## src/rtl/hsstl_rate_chg_seq_v1_0_if.sv

```systemverilog
// Control bundle between a rate-change requester (master) and the HSSTL TX rate-change sequencer (slave).
interface hsstl_rate_chg_seq_v1_0_if;
  logic       tx_rst_done;
  logic       pll_lock_deb;
  logic       rate_chg_req;
  logic       rate_target;
  logic       rate_chg_ack;
  logic       rate_cur;
  logic       busy;
  logic       timeout_err;
  logic       P_RATE_CHG_TXPCLK_ON;
  logic [2:0] P_PMA_TX_RATE;
  logic       P_PMA_TX_RST;
  logic       P_PCS_TX_RST;

  modport master (
    output tx_rst_done, pll_lock_deb, rate_chg_req, rate_target,
    input  rate_chg_ack, rate_cur, busy, timeout_err,
           P_RATE_CHG_TXPCLK_ON, P_PMA_TX_RATE, P_PMA_TX_RST, P_PCS_TX_RST
  );

  modport slave (
    input  tx_rst_done, pll_lock_deb, rate_chg_req, rate_target,
    output rate_chg_ack, rate_cur, busy, timeout_err,
           P_RATE_CHG_TXPCLK_ON, P_PMA_TX_RATE, P_PMA_TX_RST, P_PCS_TX_RST
  );
endinterface

```

## src/rtl/hsstl_rate_chg_seq_v1_0.sv

```systemverilog
// HSSTL TX rate-change sequencer: gates PCLK, pulses PMA/PCS TX resets and commits the new rate code.
// Optional request watchdog with ERR state: define HSSTL_RATE_CHG_TIMEOUT_EN.
module hsstl_rate_chg_seq_v1_0 #(
  parameter int PCLK_OFF_CYCLES = 16,
  parameter int RST_HOLD_CYCLES = 32,
  parameter int SETTLE_CYCLES   = 64,
  parameter int TIMEOUT_CYCLES  = 4096,
  parameter int CNTR_WIDTH      = 13
) (
  input logic                      clk,
  input logic                      rst_n,
  hsstl_rate_chg_seq_v1_0_if.slave bus
);

  localparam logic [2:0] S_IDLE        = 3'd0;
  localparam logic [2:0] S_PCLK_OFF    = 3'd1;
  localparam logic [2:0] S_RST_ASSERT  = 3'd2;
  localparam logic [2:0] S_RATE_SET    = 3'd3;
  localparam logic [2:0] S_RST_RELEASE = 3'd4;
  localparam logic [2:0] S_SETTLE      = 3'd5;
  localparam logic [2:0] S_DONE        = 3'd6;
`ifdef HSSTL_RATE_CHG_TIMEOUT_EN
  localparam logic [2:0] S_ERR         = 3'd7;
`endif

  localparam logic [CNTR_WIDTH-1:0] PCLK_OFF_LAST = CNTR_WIDTH'(PCLK_OFF_CYCLES - 1);
  localparam logic [CNTR_WIDTH-1:0] RST_HOLD_LAST = CNTR_WIDTH'(RST_HOLD_CYCLES - 1);
  localparam logic [CNTR_WIDTH-1:0] SETTLE_LAST   = CNTR_WIDTH'(SETTLE_CYCLES - 1);
  localparam int                    CNT_MAX       = (1 << CNTR_WIDTH) - 1;

  if (PCLK_OFF_CYCLES < 1 || PCLK_OFF_CYCLES > CNT_MAX ||
      RST_HOLD_CYCLES < 1 || RST_HOLD_CYCLES > CNT_MAX ||
      SETTLE_CYCLES   < 1 || SETTLE_CYCLES   > CNT_MAX ||
      TIMEOUT_CYCLES  < 1 || TIMEOUT_CYCLES  > CNT_MAX) begin : g_param_check
    $error("hsstl_rate_chg_seq_v1_0: cycle parameter outside 1..2^CNTR_WIDTH-1");
  end

  function automatic logic [2:0] rate_code(input logic rate);
    return rate ? 3'b001 : 3'b010;
  endfunction

  logic [2:0]            state_reg, state_next;
  logic [CNTR_WIDTH-1:0] cnt_reg, cnt_next;
  logic                  armed_reg, armed_next;
  logic                  tgt_reg;
  logic                  rate_cur_reg;
  logic [2:0]            pma_rate_reg;
  logic                  accept;
  logic                  ack;
  logic                  in_flight;
  logic                  timeout_hit;

`ifdef HSSTL_RATE_CHG_TIMEOUT_EN
  assign ack = (state_reg == S_DONE) || (state_reg == S_ERR);
`else
  assign ack = (state_reg == S_DONE);
`endif
  // States that are still working toward DONE; only these can abort or time out.
  assign in_flight = (state_reg != S_IDLE) && !ack;
  assign accept    = (state_reg == S_IDLE) && bus.rate_chg_req && bus.tx_rst_done && armed_reg;

  always_comb begin
    state_next = state_reg;
    case (state_reg)
      S_IDLE:        if (accept) state_next = (bus.rate_target == rate_cur_reg) ? S_DONE : S_PCLK_OFF;
      S_PCLK_OFF:    if (cnt_reg == PCLK_OFF_LAST) state_next = S_RST_ASSERT;
      S_RST_ASSERT:  if (cnt_reg == RST_HOLD_LAST) state_next = S_RATE_SET;
      S_RATE_SET:    state_next = S_RST_RELEASE;
      S_RST_RELEASE: if (bus.pll_lock_deb) state_next = S_SETTLE;
      S_SETTLE:      if (cnt_reg == SETTLE_LAST) state_next = S_DONE;
      default:       state_next = S_IDLE;
    endcase
`ifdef HSSTL_RATE_CHG_TIMEOUT_EN
    if (timeout_hit) state_next = S_ERR;
`endif
    if (in_flight && !bus.tx_rst_done) state_next = S_IDLE;
  end

  assign cnt_next = (state_next != state_reg) ? '0 : cnt_reg + 1'b1;

  always_comb begin
    armed_next = armed_reg;
    if (accept || ack)          armed_next = 1'b0;
    else if (!bus.rate_chg_req) armed_next = 1'b1;
  end

  always_ff @(posedge clk or negedge rst_n) begin
    if (!rst_n) begin
      state_reg    <= S_IDLE;
      cnt_reg      <= '0;
      armed_reg    <= 1'b1;
      tgt_reg      <= 1'b0;
      rate_cur_reg <= 1'b0;
      pma_rate_reg <= 3'b010;
    end else begin
      state_reg <= state_next;
      cnt_reg   <= cnt_next;
      armed_reg <= armed_next;
      if (accept) tgt_reg <= bus.rate_target;
      if (state_reg == S_RATE_SET) begin
        rate_cur_reg <= tgt_reg;
        pma_rate_reg <= rate_code(tgt_reg);
      end
    end
  end

`ifdef HSSTL_RATE_CHG_TIMEOUT_EN
  localparam logic [CNTR_WIDTH-1:0] WD_LAST = CNTR_WIDTH'(TIMEOUT_CYCLES - 1);

  logic [CNTR_WIDTH-1:0] wd_reg, wd_next;
  logic                  timeout_err_reg;

  // The first busy cycle reads 1, so ERR occupies busy cycle TIMEOUT_CYCLES.
  assign timeout_hit = in_flight && (wd_reg == WD_LAST);

  always_comb begin
    wd_next = wd_reg;
    if (accept)         wd_next = {{(CNTR_WIDTH-1){1'b0}}, 1'b1};
    else if (in_flight) wd_next = wd_reg + 1'b1;
  end

  always_ff @(posedge clk or negedge rst_n) begin
    if (!rst_n) begin
      wd_reg          <= '0;
      timeout_err_reg <= 1'b0;
    end else begin
      wd_reg <= wd_next;
      if (accept)                               timeout_err_reg <= 1'b0;
      else if (timeout_hit && bus.tx_rst_done)  timeout_err_reg <= 1'b1;
    end
  end

  assign bus.timeout_err = timeout_err_reg;
`else
  assign timeout_hit     = 1'b0;
  assign bus.timeout_err = 1'b0;
`endif

  always_comb begin
    bus.P_RATE_CHG_TXPCLK_ON = 1'b1;
    bus.P_PMA_TX_RST         = 1'b0;
    bus.P_PCS_TX_RST         = 1'b0;
    case (state_reg)
      S_PCLK_OFF: bus.P_RATE_CHG_TXPCLK_ON = 1'b0;
      S_RST_ASSERT, S_RATE_SET: begin
        bus.P_RATE_CHG_TXPCLK_ON = 1'b0;
        bus.P_PMA_TX_RST         = 1'b1;
        bus.P_PCS_TX_RST         = 1'b1;
      end
      S_RST_RELEASE: begin
        bus.P_RATE_CHG_TXPCLK_ON = 1'b0;
        bus.P_PCS_TX_RST         = 1'b1;
      end
      S_SETTLE: bus.P_PCS_TX_RST = 1'b1;
      default: ;
    endcase
  end

  assign bus.rate_chg_ack  = ack;
  assign bus.busy          = (state_reg != S_IDLE);
  assign bus.rate_cur      = rate_cur_reg;
  assign bus.P_PMA_TX_RATE = pma_rate_reg;

endmodule

```

## src/flat_wrapper.sv

```systemverilog
// flat-port wrapper written by rule: the top's interface ports become plain ports
module hsstl_rate_chg_seq_v1_0_flat 
#(
  parameter int PCLK_OFF_CYCLES = 16,
  parameter int RST_HOLD_CYCLES = 32,
  parameter int SETTLE_CYCLES   = 64,
  parameter int TIMEOUT_CYCLES  = 4096,
  parameter int CNTR_WIDTH      = 13
)
  (clk, rst_n, bus_tx_rst_done, bus_pll_lock_deb, bus_rate_chg_req, bus_rate_target, bus_rate_chg_ack, bus_rate_cur, bus_busy, bus_timeout_err, bus_P_RATE_CHG_TXPCLK_ON, bus_P_PMA_TX_RATE, bus_P_PMA_TX_RST, bus_P_PCS_TX_RST);
  hsstl_rate_chg_seq_v1_0_if bus_i ();
  input logic clk;
  input logic rst_n;
  input wire logic [$bits(bus_i.tx_rst_done)-1:0] bus_tx_rst_done;
  input wire logic [$bits(bus_i.pll_lock_deb)-1:0] bus_pll_lock_deb;
  input wire logic [$bits(bus_i.rate_chg_req)-1:0] bus_rate_chg_req;
  input wire logic [$bits(bus_i.rate_target)-1:0] bus_rate_target;
  output wire logic [$bits(bus_i.rate_chg_ack)-1:0] bus_rate_chg_ack;
  output wire logic [$bits(bus_i.rate_cur)-1:0] bus_rate_cur;
  output wire logic [$bits(bus_i.busy)-1:0] bus_busy;
  output wire logic [$bits(bus_i.timeout_err)-1:0] bus_timeout_err;
  output wire logic [$bits(bus_i.P_RATE_CHG_TXPCLK_ON)-1:0] bus_P_RATE_CHG_TXPCLK_ON;
  output wire logic [$bits(bus_i.P_PMA_TX_RATE)-1:0] bus_P_PMA_TX_RATE;
  output wire logic [$bits(bus_i.P_PMA_TX_RST)-1:0] bus_P_PMA_TX_RST;
  output wire logic [$bits(bus_i.P_PCS_TX_RST)-1:0] bus_P_PCS_TX_RST;
  assign bus_i.tx_rst_done = bus_tx_rst_done;
  assign bus_i.pll_lock_deb = bus_pll_lock_deb;
  assign bus_i.rate_chg_req = bus_rate_chg_req;
  assign bus_i.rate_target = bus_rate_target;
  assign bus_rate_chg_ack = bus_i.rate_chg_ack;
  assign bus_rate_cur = bus_i.rate_cur;
  assign bus_busy = bus_i.busy;
  assign bus_timeout_err = bus_i.timeout_err;
  assign bus_P_RATE_CHG_TXPCLK_ON = bus_i.P_RATE_CHG_TXPCLK_ON;
  assign bus_P_PMA_TX_RATE = bus_i.P_PMA_TX_RATE;
  assign bus_P_PMA_TX_RST = bus_i.P_PMA_TX_RST;
  assign bus_P_PCS_TX_RST = bus_i.P_PCS_TX_RST;
  hsstl_rate_chg_seq_v1_0 #(.PCLK_OFF_CYCLES(PCLK_OFF_CYCLES), .RST_HOLD_CYCLES(RST_HOLD_CYCLES), .SETTLE_CYCLES(SETTLE_CYCLES), .TIMEOUT_CYCLES(TIMEOUT_CYCLES), .CNTR_WIDTH(CNTR_WIDTH)) u_core (.clk(clk), .rst_n(rst_n), .bus(bus_i));
endmodule
```

## config.mk

```make
export PLATFORM = sky130hd
export DESIGN_NAME = hsstl_rate_chg_seq_v1_0_flat
export DESIGN_NICKNAME = d
export VERILOG_FILES = /design/src/rtl/hsstl_rate_chg_seq_v1_0_if.sv /design/src/rtl/hsstl_rate_chg_seq_v1_0.sv /design/src/flat_wrapper.sv
export SDC_FILE = /design/constraint.sdc
export NUM_CORES = 1
export LEC_CHECK = 0
export CORE_AREA = 2 2 42 83
export CTS_CLUSTER_SIZE = 24
export DETAILED_ROUTE_END_ITERATION = 7
export DIE_AREA = 0 0 44 85
export GPL_ROUTABILITY_DRIVEN = 0
export SKIP_CTS_REPAIR_TIMING = 1
export SLEW_MARGIN = 20
export SYNTH_ARGS = -nofsm -noshare
export SYNTH_HDL_FRONTEND = slang
export SYNTH_SLANG_ARGS = --single-unit
```

## constraint.sdc

```tcl
create_clock -name clk -period 2 [get_ports clk]
set_input_delay 0.4 -clock clk [delete_from_list [all_inputs] [get_ports clk]]
set_output_delay 0.4 -clock clk [all_outputs]
set_load 0.005 [all_outputs]
```

---- After elaboration in Yosys (flattened, before gate mapping) ----
Cells that the tools add are included.
storage, ports and cells
  bits in registers ....................... 22
  latch bits .............................. 0
  RAM bits ................................ 0
  bits in read-only memories .............. 0
  bits of input ports ..................... 6
  output and inout port bits .............. 10
  word-level logic and storage cells ...... 47
  memories ................................ 0
operators by class
  $add $sub $neg .......................... 1
  multiply operators ...................... 0
  divide/modulo/power cells ............... 0
  order comparisons ....................... 0
  eq/ne operators ......................... 12
  shifts and indexed selects .............. 0
  muxes and demuxes ....................... 15
  bitwise operators ....................... 0
  reduce and logical (&&, ||, !) cells .... 13
operators with widths
  operator                                                count
  2-to-1 mux 3 bit                                        7
  case mux 3 bit (6 select lines)                         1
  adder 13 x 1 -> 13 bit (second input constant)          1
  == test 13 x 4 -> 1 bit (second input constant)         1
  == test 13 x 5 -> 1 bit (second input constant)         1
  == test 13 x 6 -> 1 bit (second input constant)         1
  2-to-1 mux 13 bit                                       1
  == test 3 bit (second input constant)                   3
  OR reduction 4 bit                                      2
  == test 3 x 2 -> 1 bit (second input constant)          2
  logical AND 1 bit                                       5
  2-to-1 mux 1 bit                                        5
  == test 3 x 1 -> 1 bit (second input constant)          1
  zero test 3 bit                                         1
  inequality test 3 bit                                   1
  nonzero test 3 bit                                      1
  zero test 1 bit                                         2
  2-to-1 mux 2 bit                                        1
  inequality test 2 x 1 -> 1 bit (second input constant)  1
  OR reduction 2 bit                                      1
  == test 1 bit                                           1
  logical OR 1 bit                                        1

---- Longest topological paths before layout ----
  depth after elaboration ................. 9
  gate-level depth with buffers ........... 7
  gate-level depth less buffers ........... 6

---- Worst setup path after synthesis ----
OpenSTA, ideal clock, no wires.
  kind .................................... reg2reg
  start ................................... register u_core.cnt_reg[10]
  end ..................................... register u_core.cnt_reg[10]
  library setup time ...................... 0.129 ns
  arrival time ............................ 2.064 ns
  data required time ...................... 1.871 ns
  path slack .............................. -0.193 ns
  stages on the path, launching flop included .. 7
  buffers on the path ..................... 1
  clock period less this slack ............ 2.193 ns
  path through ............................ dfrtp_1 -> or4_4 -> or4_4 -> and4_4 -> o22ai_2 -> buf_6 -> nor3_2
on the way
  cells in the longest elaborated chain, start to end .. 6
  elaborated cells between the ends (all ways) .. 11
  classes of those cells .................. add/sub (1); eq/ne (4); mux (6)
ends and longest elaborated chain
  item                                             line                                                                                         RTL
  start: declaration                               hsstl_rate_chg_seq_v1_0.sv:43                                                                logic [CNTR_WIDTH-1:0] cnt_reg, cnt_next;
  start signal: assignment                         hsstl_rate_chg_seq_v1_0.sv:97                                                                cnt_reg <= cnt_next;
  == test 13 x 6 -> 1 bit (tied with other cells)  hsstl_rate_chg_seq_v1_0.sv:70                                                                S_SETTLE: if (cnt_reg == SETTLE_LAST) state_next = S_DONE;
  2-to-1 mux 3 bit (on tied branches)              hsstl_rate_chg_seq_v1_0.sv:70, hsstl_rate_chg_seq_v1_0.sv:66, hsstl_rate_chg_seq_v1_0.sv:67
  case mux 3 bit (6 select lines)                  hsstl_rate_chg_seq_v1_0.sv:64                                                                case (state_reg)
  2-to-1 mux 3 bit                                 hsstl_rate_chg_seq_v1_0.sv:76                                                                if (in_flight && !bus.tx_rst_done) state_next = S_IDLE;
  inequality test 3 bit                            hsstl_rate_chg_seq_v1_0.sv:79                                                                assign cnt_next = (state_next != state_reg) ? '0 : cnt_reg + 1'b1;
  2-to-1 mux 13 bit (*)                            hsstl_rate_chg_seq_v1_0.sv:79
  named net u_core.cnt_next[10]                    hsstl_rate_chg_seq_v1_0.sv:43
The timed path passes the listed nets; every way through them passes the cells marked *.
A chain may end at the register's enable or synchronous reset.

---- Worst setup path after layout ----
  start ................................... register u_core.cnt_reg[11]
  end ..................................... register u_core.cnt_reg[10]
on the way
  cells in the longest elaborated chain, start to end .. 6
  elaborated cells between the ends (all ways) .. 10
  classes of those cells .................. eq/ne (4); mux (6)
ends and longest elaborated chain
  item                                             line
  == test 13 x 6 -> 1 bit (tied with other cells)  hsstl_rate_chg_seq_v1_0.sv:70
  2-to-1 mux 3 bit (on tied branches)              hsstl_rate_chg_seq_v1_0.sv:70, hsstl_rate_chg_seq_v1_0.sv:66, hsstl_rate_chg_seq_v1_0.sv:67
  case mux 3 bit (6 select lines) (*)              hsstl_rate_chg_seq_v1_0.sv:64
  2-to-1 mux 3 bit (*)                             hsstl_rate_chg_seq_v1_0.sv:76
  inequality test 3 bit (*)                        hsstl_rate_chg_seq_v1_0.sv:79
  2-to-1 mux 13 bit (*)                            hsstl_rate_chg_seq_v1_0.sv:79
  named net u_core.cnt_next[10]                    hsstl_rate_chg_seq_v1_0.sv:43
Marked as above.

==> run summary <==
GLOBAL ROUTING
-------------------------------------------------------------------------------------
Via count of the first global-routing pass .............................         1095
Maximum number of pins on one net before global-route repair ...........           21
Number of antenna violations at the first check in global routing ......            0
Global-route wire length before repair .................................      5110 um
Global route total overflow ............................................            0
GR Util All Layers .....................................................        18.4%

TIMING
-------------------------------------------------------------------------------------
Hold violation count in the final report ...............................            0
Final worst-path setup slack ...........................................    -0.110 ns
Number of pins exceeding their max-slew limit in the final report ......            0
Clock period minus final worst setup slack .............................      2.11 ns
Final setup viols ......................................................           13
Layout Skew ............................................................   0.00345 ns
RSZ-0062 raised after global routing ...................................          yes
Top achievable clock speed .............................................    0.474 GHz
Final cycle utilization of the critical path ...........................         106%
Setup TNS after final layout ...........................................     -1.18 ns

YOSYS
-------------------------------------------------------------------------------------
Post-synth EDFFs .......................................................            0
Biggest area contributors in the synthesized netlist ................... dfrtp_1, nor3_2, xor2_1
Sequential element share of the synthesized area .......................        41.6%
Primary FF master, synth ...............................................      dfrtp_1
Number of distinct library cells after synthesis .......................           40
Share of the synthesized area in the top cell type .....................        37.3%
Post-synthesis cell count ..............................................          123
Leading area contributor after synthesis ...............................      dfrtp_1
Cell area after synthesis ..............................................  0.00121 mm2
Synthesis-stage register bit count .....................................           20
Yosys warnings .........................................................            0
Mean post-synth cell area ..............................................     9.83 um2
FFs w/ async S/R, synth ................................................         100%

CLOCK TREE
-------------------------------------------------------------------------------------
Clock root buffer ......................................................     clkbuf_8
TritonCTS clock tree ...................................................         done
Clk slew on worst S/H paths ............................................      0.07 ns
Max Root-Sink Buffers ..................................................            2
Total number of H-tree levels ..........................................            1
Clock Sink Count .......................................................           20
Clock buffer count from CTS ............................................            3
Clock network latency to the later pin of the worst-skew pair ..........      0.26 ns

HOLD PATH
-------------------------------------------------------------------------------------
Min-delay worst type ................................................... flop to flop
Hold-critical path depth ...............................................            1
Start point of the worst min-delay path ................................ u_core.tgt_reg
Worst-case hold path end point ......................................... u_core.bus.P_PMA_TX_RATE[1]

ROUTING
-------------------------------------------------------------------------------------
Final antenna-violating net count ......................................            0
Post-DR vias/cell ......................................................         5.56
Total Wirelength .......................................................      3140 um
Drt initial violations .................................................           26
TritonRoute pass-1 iters ...............................................            3
DRC violations left ....................................................            0
Via count ..............................................................         1067
Routed WL per cell .....................................................      16.4 um

CRITICAL PATH
-------------------------------------------------------------------------------------
Launching element type of the critical path ............................         flop
Data arrival time at the worst-slack endpoint ..........................      2.25 ns
Largest fanout of any net on the critical path .........................           13
Depth of the worst register-to-register path ...........................            6
Data required time of the critical path ................................      2.14 ns
Reg2reg setup slack ....................................................     -0.11 ns
Worst R2R Start ........................................................ u_core.cnt_reg[11]
Setup CP Type .......................................................... flop to flop
CP Capture Type ........................................................         flop
Capture point of the worst reg-to-reg path ............................. u_core.cnt_reg[10]

PWR
-------------------------------------------------------------------------------------
Power per Cell Area ....................................................  1190 mW/mm2
Leakage ................................................................     0.753 nW
VDD IR max .............................................................     0.651 mV

FLOORPLANNING
-------------------------------------------------------------------------------------
Initial core utilization ...............................................        38.7%
FP Rows ................................................................           29
Horizontal die dimension ...............................................        44 um
DIE HEIGHT .............................................................        85 um
Die area ...............................................................  0.00374 mm2
Placeable core region ..................................................  0.00312 mm2
Number of placed I/O pins ..............................................           16

CELLS AND AREA
-------------------------------------------------------------------------------------
Area added between synthesis and finish ................................        39.2%
Share of cells above drive strength 1 ..................................        36.6%
# diodes ...............................................................            0
Number of filler cells placed in the layout ............................          289
Highest-count cells in the layout ignoring fill and taps ............... buf_4, dfrtp_1, nand2_1
Combined area of the multi-input logic cells ...........................      704 um2
Number of nets at the end of the flow ..................................          169
Most frequent standard cell in the layout excluding fill and tap cells .        buf_4
Number of flip-flops in the largest register ...........................           13
Utilization of the core after routing ..................................        53.9%
Sequential cell area ...................................................      504 um2

RUN STATUS
-------------------------------------------------------------------------------------
Result of the run ...................................................... finished with violations
Violations in the final reports ........................................ setup timing

PLACED DESIGN
-------------------------------------------------------------------------------------
Final HPWL from detailed placement .....................................      2410 um
Number of buffers inserted by port buffering ...........................           13

RUN
-------------------------------------------------------------------------------------
Number of max-cap violations ...........................................            0

Yosys cell counts (2+ instances only):
library cell / instances
nor3b_1: 3
dfstp_2: 2
xor2_1: 8
and2_1: 2
buf_4: 3
nand3_1: 8
nor2_1: 6
dfrtp_1: 18
nand2b_1: 3
nor2b_1: 3
inv_1: 2
nand4_1: 2
nor3_2: 10
or4_4: 2
clkbuf_1: 3
a31oi_1: 3
xnor2_1: 4
mux2_2: 2
o21ai_0: 3
or3_1: 3
nor3_1: 4
nand2_1: 11
critical path, stage by stage, from the launching register on:
cell and delay, ns:
dfrtp_1 0.38, or4_4 0.57, or4_4 0.44, and4_4 0.22
o22ai_4 0.14, buf_12 0.17, nor3_2 0.06
final cells by class:
| cell class | count | area share (%) |
|---|---|---|
| clock buffer | 4 | 3.27 |
| inverter | 2 | 0.446 |
| multi-input combinational | 94 | 41.9 |
| sequential | 20 | 30.0 |
| tap | 31 | 2.30 |
| timing repair buffer | 41 | 22.2 |
worst max-delay path by stage:
stage	from	end	cells past startpoint
final	u_core.cnt_reg[11]	u_core.cnt_reg[10]	6
after global routing	u_core.cnt_reg[11]	u_core.cnt_reg[12]	6
after CTS	u_core.cnt_reg[11]	u_core.cnt_reg[12]	5
after detailed placement	bus_tx_rst_done	u_core.cnt_reg[12]	6
after global placement	bus_tx_rst_done	u_core.cnt_reg[10]	7
after floorplan	u_core.cnt_reg[11]	u_core.cnt_reg[5]	6
where the power goes:
| part | leakage (nW) | internal, mW | total, mW | switching, mW |
|---|---|---|---|---|
| combinational | 0.462 | 0.579 | 1.12 | 0.537 |
| sequential | 0.262 | 0.510 | 0.574 | 0.0641 |
| clock | 0.0288 | 0.175 | 0.313 | 0.137 |
through the flow:
stage	hold WS (ns)	area (um2)	instances	power [mW]	setup slack [ns]
finish	0.461	1680	192	2.00	-0.110
global route	0.479	1680	192	2.12	-0.139
CTS	0.465	1610	190	1.87	-0.279
detailed placement	0.454	1550	186	1.55	-0.382
global placement	0.431	1550	186	1.51	-0.294
floorplan	0.104	1230	124	1.15	-0.0213
logic make-up after synthesis:
family	after synthesis	share of synthesized area, %
flip-flops	20	41.6
AND/OR/NAND/NOR	62	32.4
multiplexers	2	1.86
AO/OA/AOI/OAI	15	9.32
adder cells (fa/ha/maj)	1	1.04
XOR/XNOR	12	8.70
other	1	0.310
buffers and inverters	10	4.76
layer usage:
layer / wire length, um / vias to the layer above / global-route usage [%]
met1: 1120 / 523 / 19.2
met4: 143 / 0 / 9.92
met5: 0 / - / 0
met2: 1800 / 20 / 33.8
met3: 79 / 11 / 1.91
li1: - / 513 / -
Power figures use the tool's default switching activity.
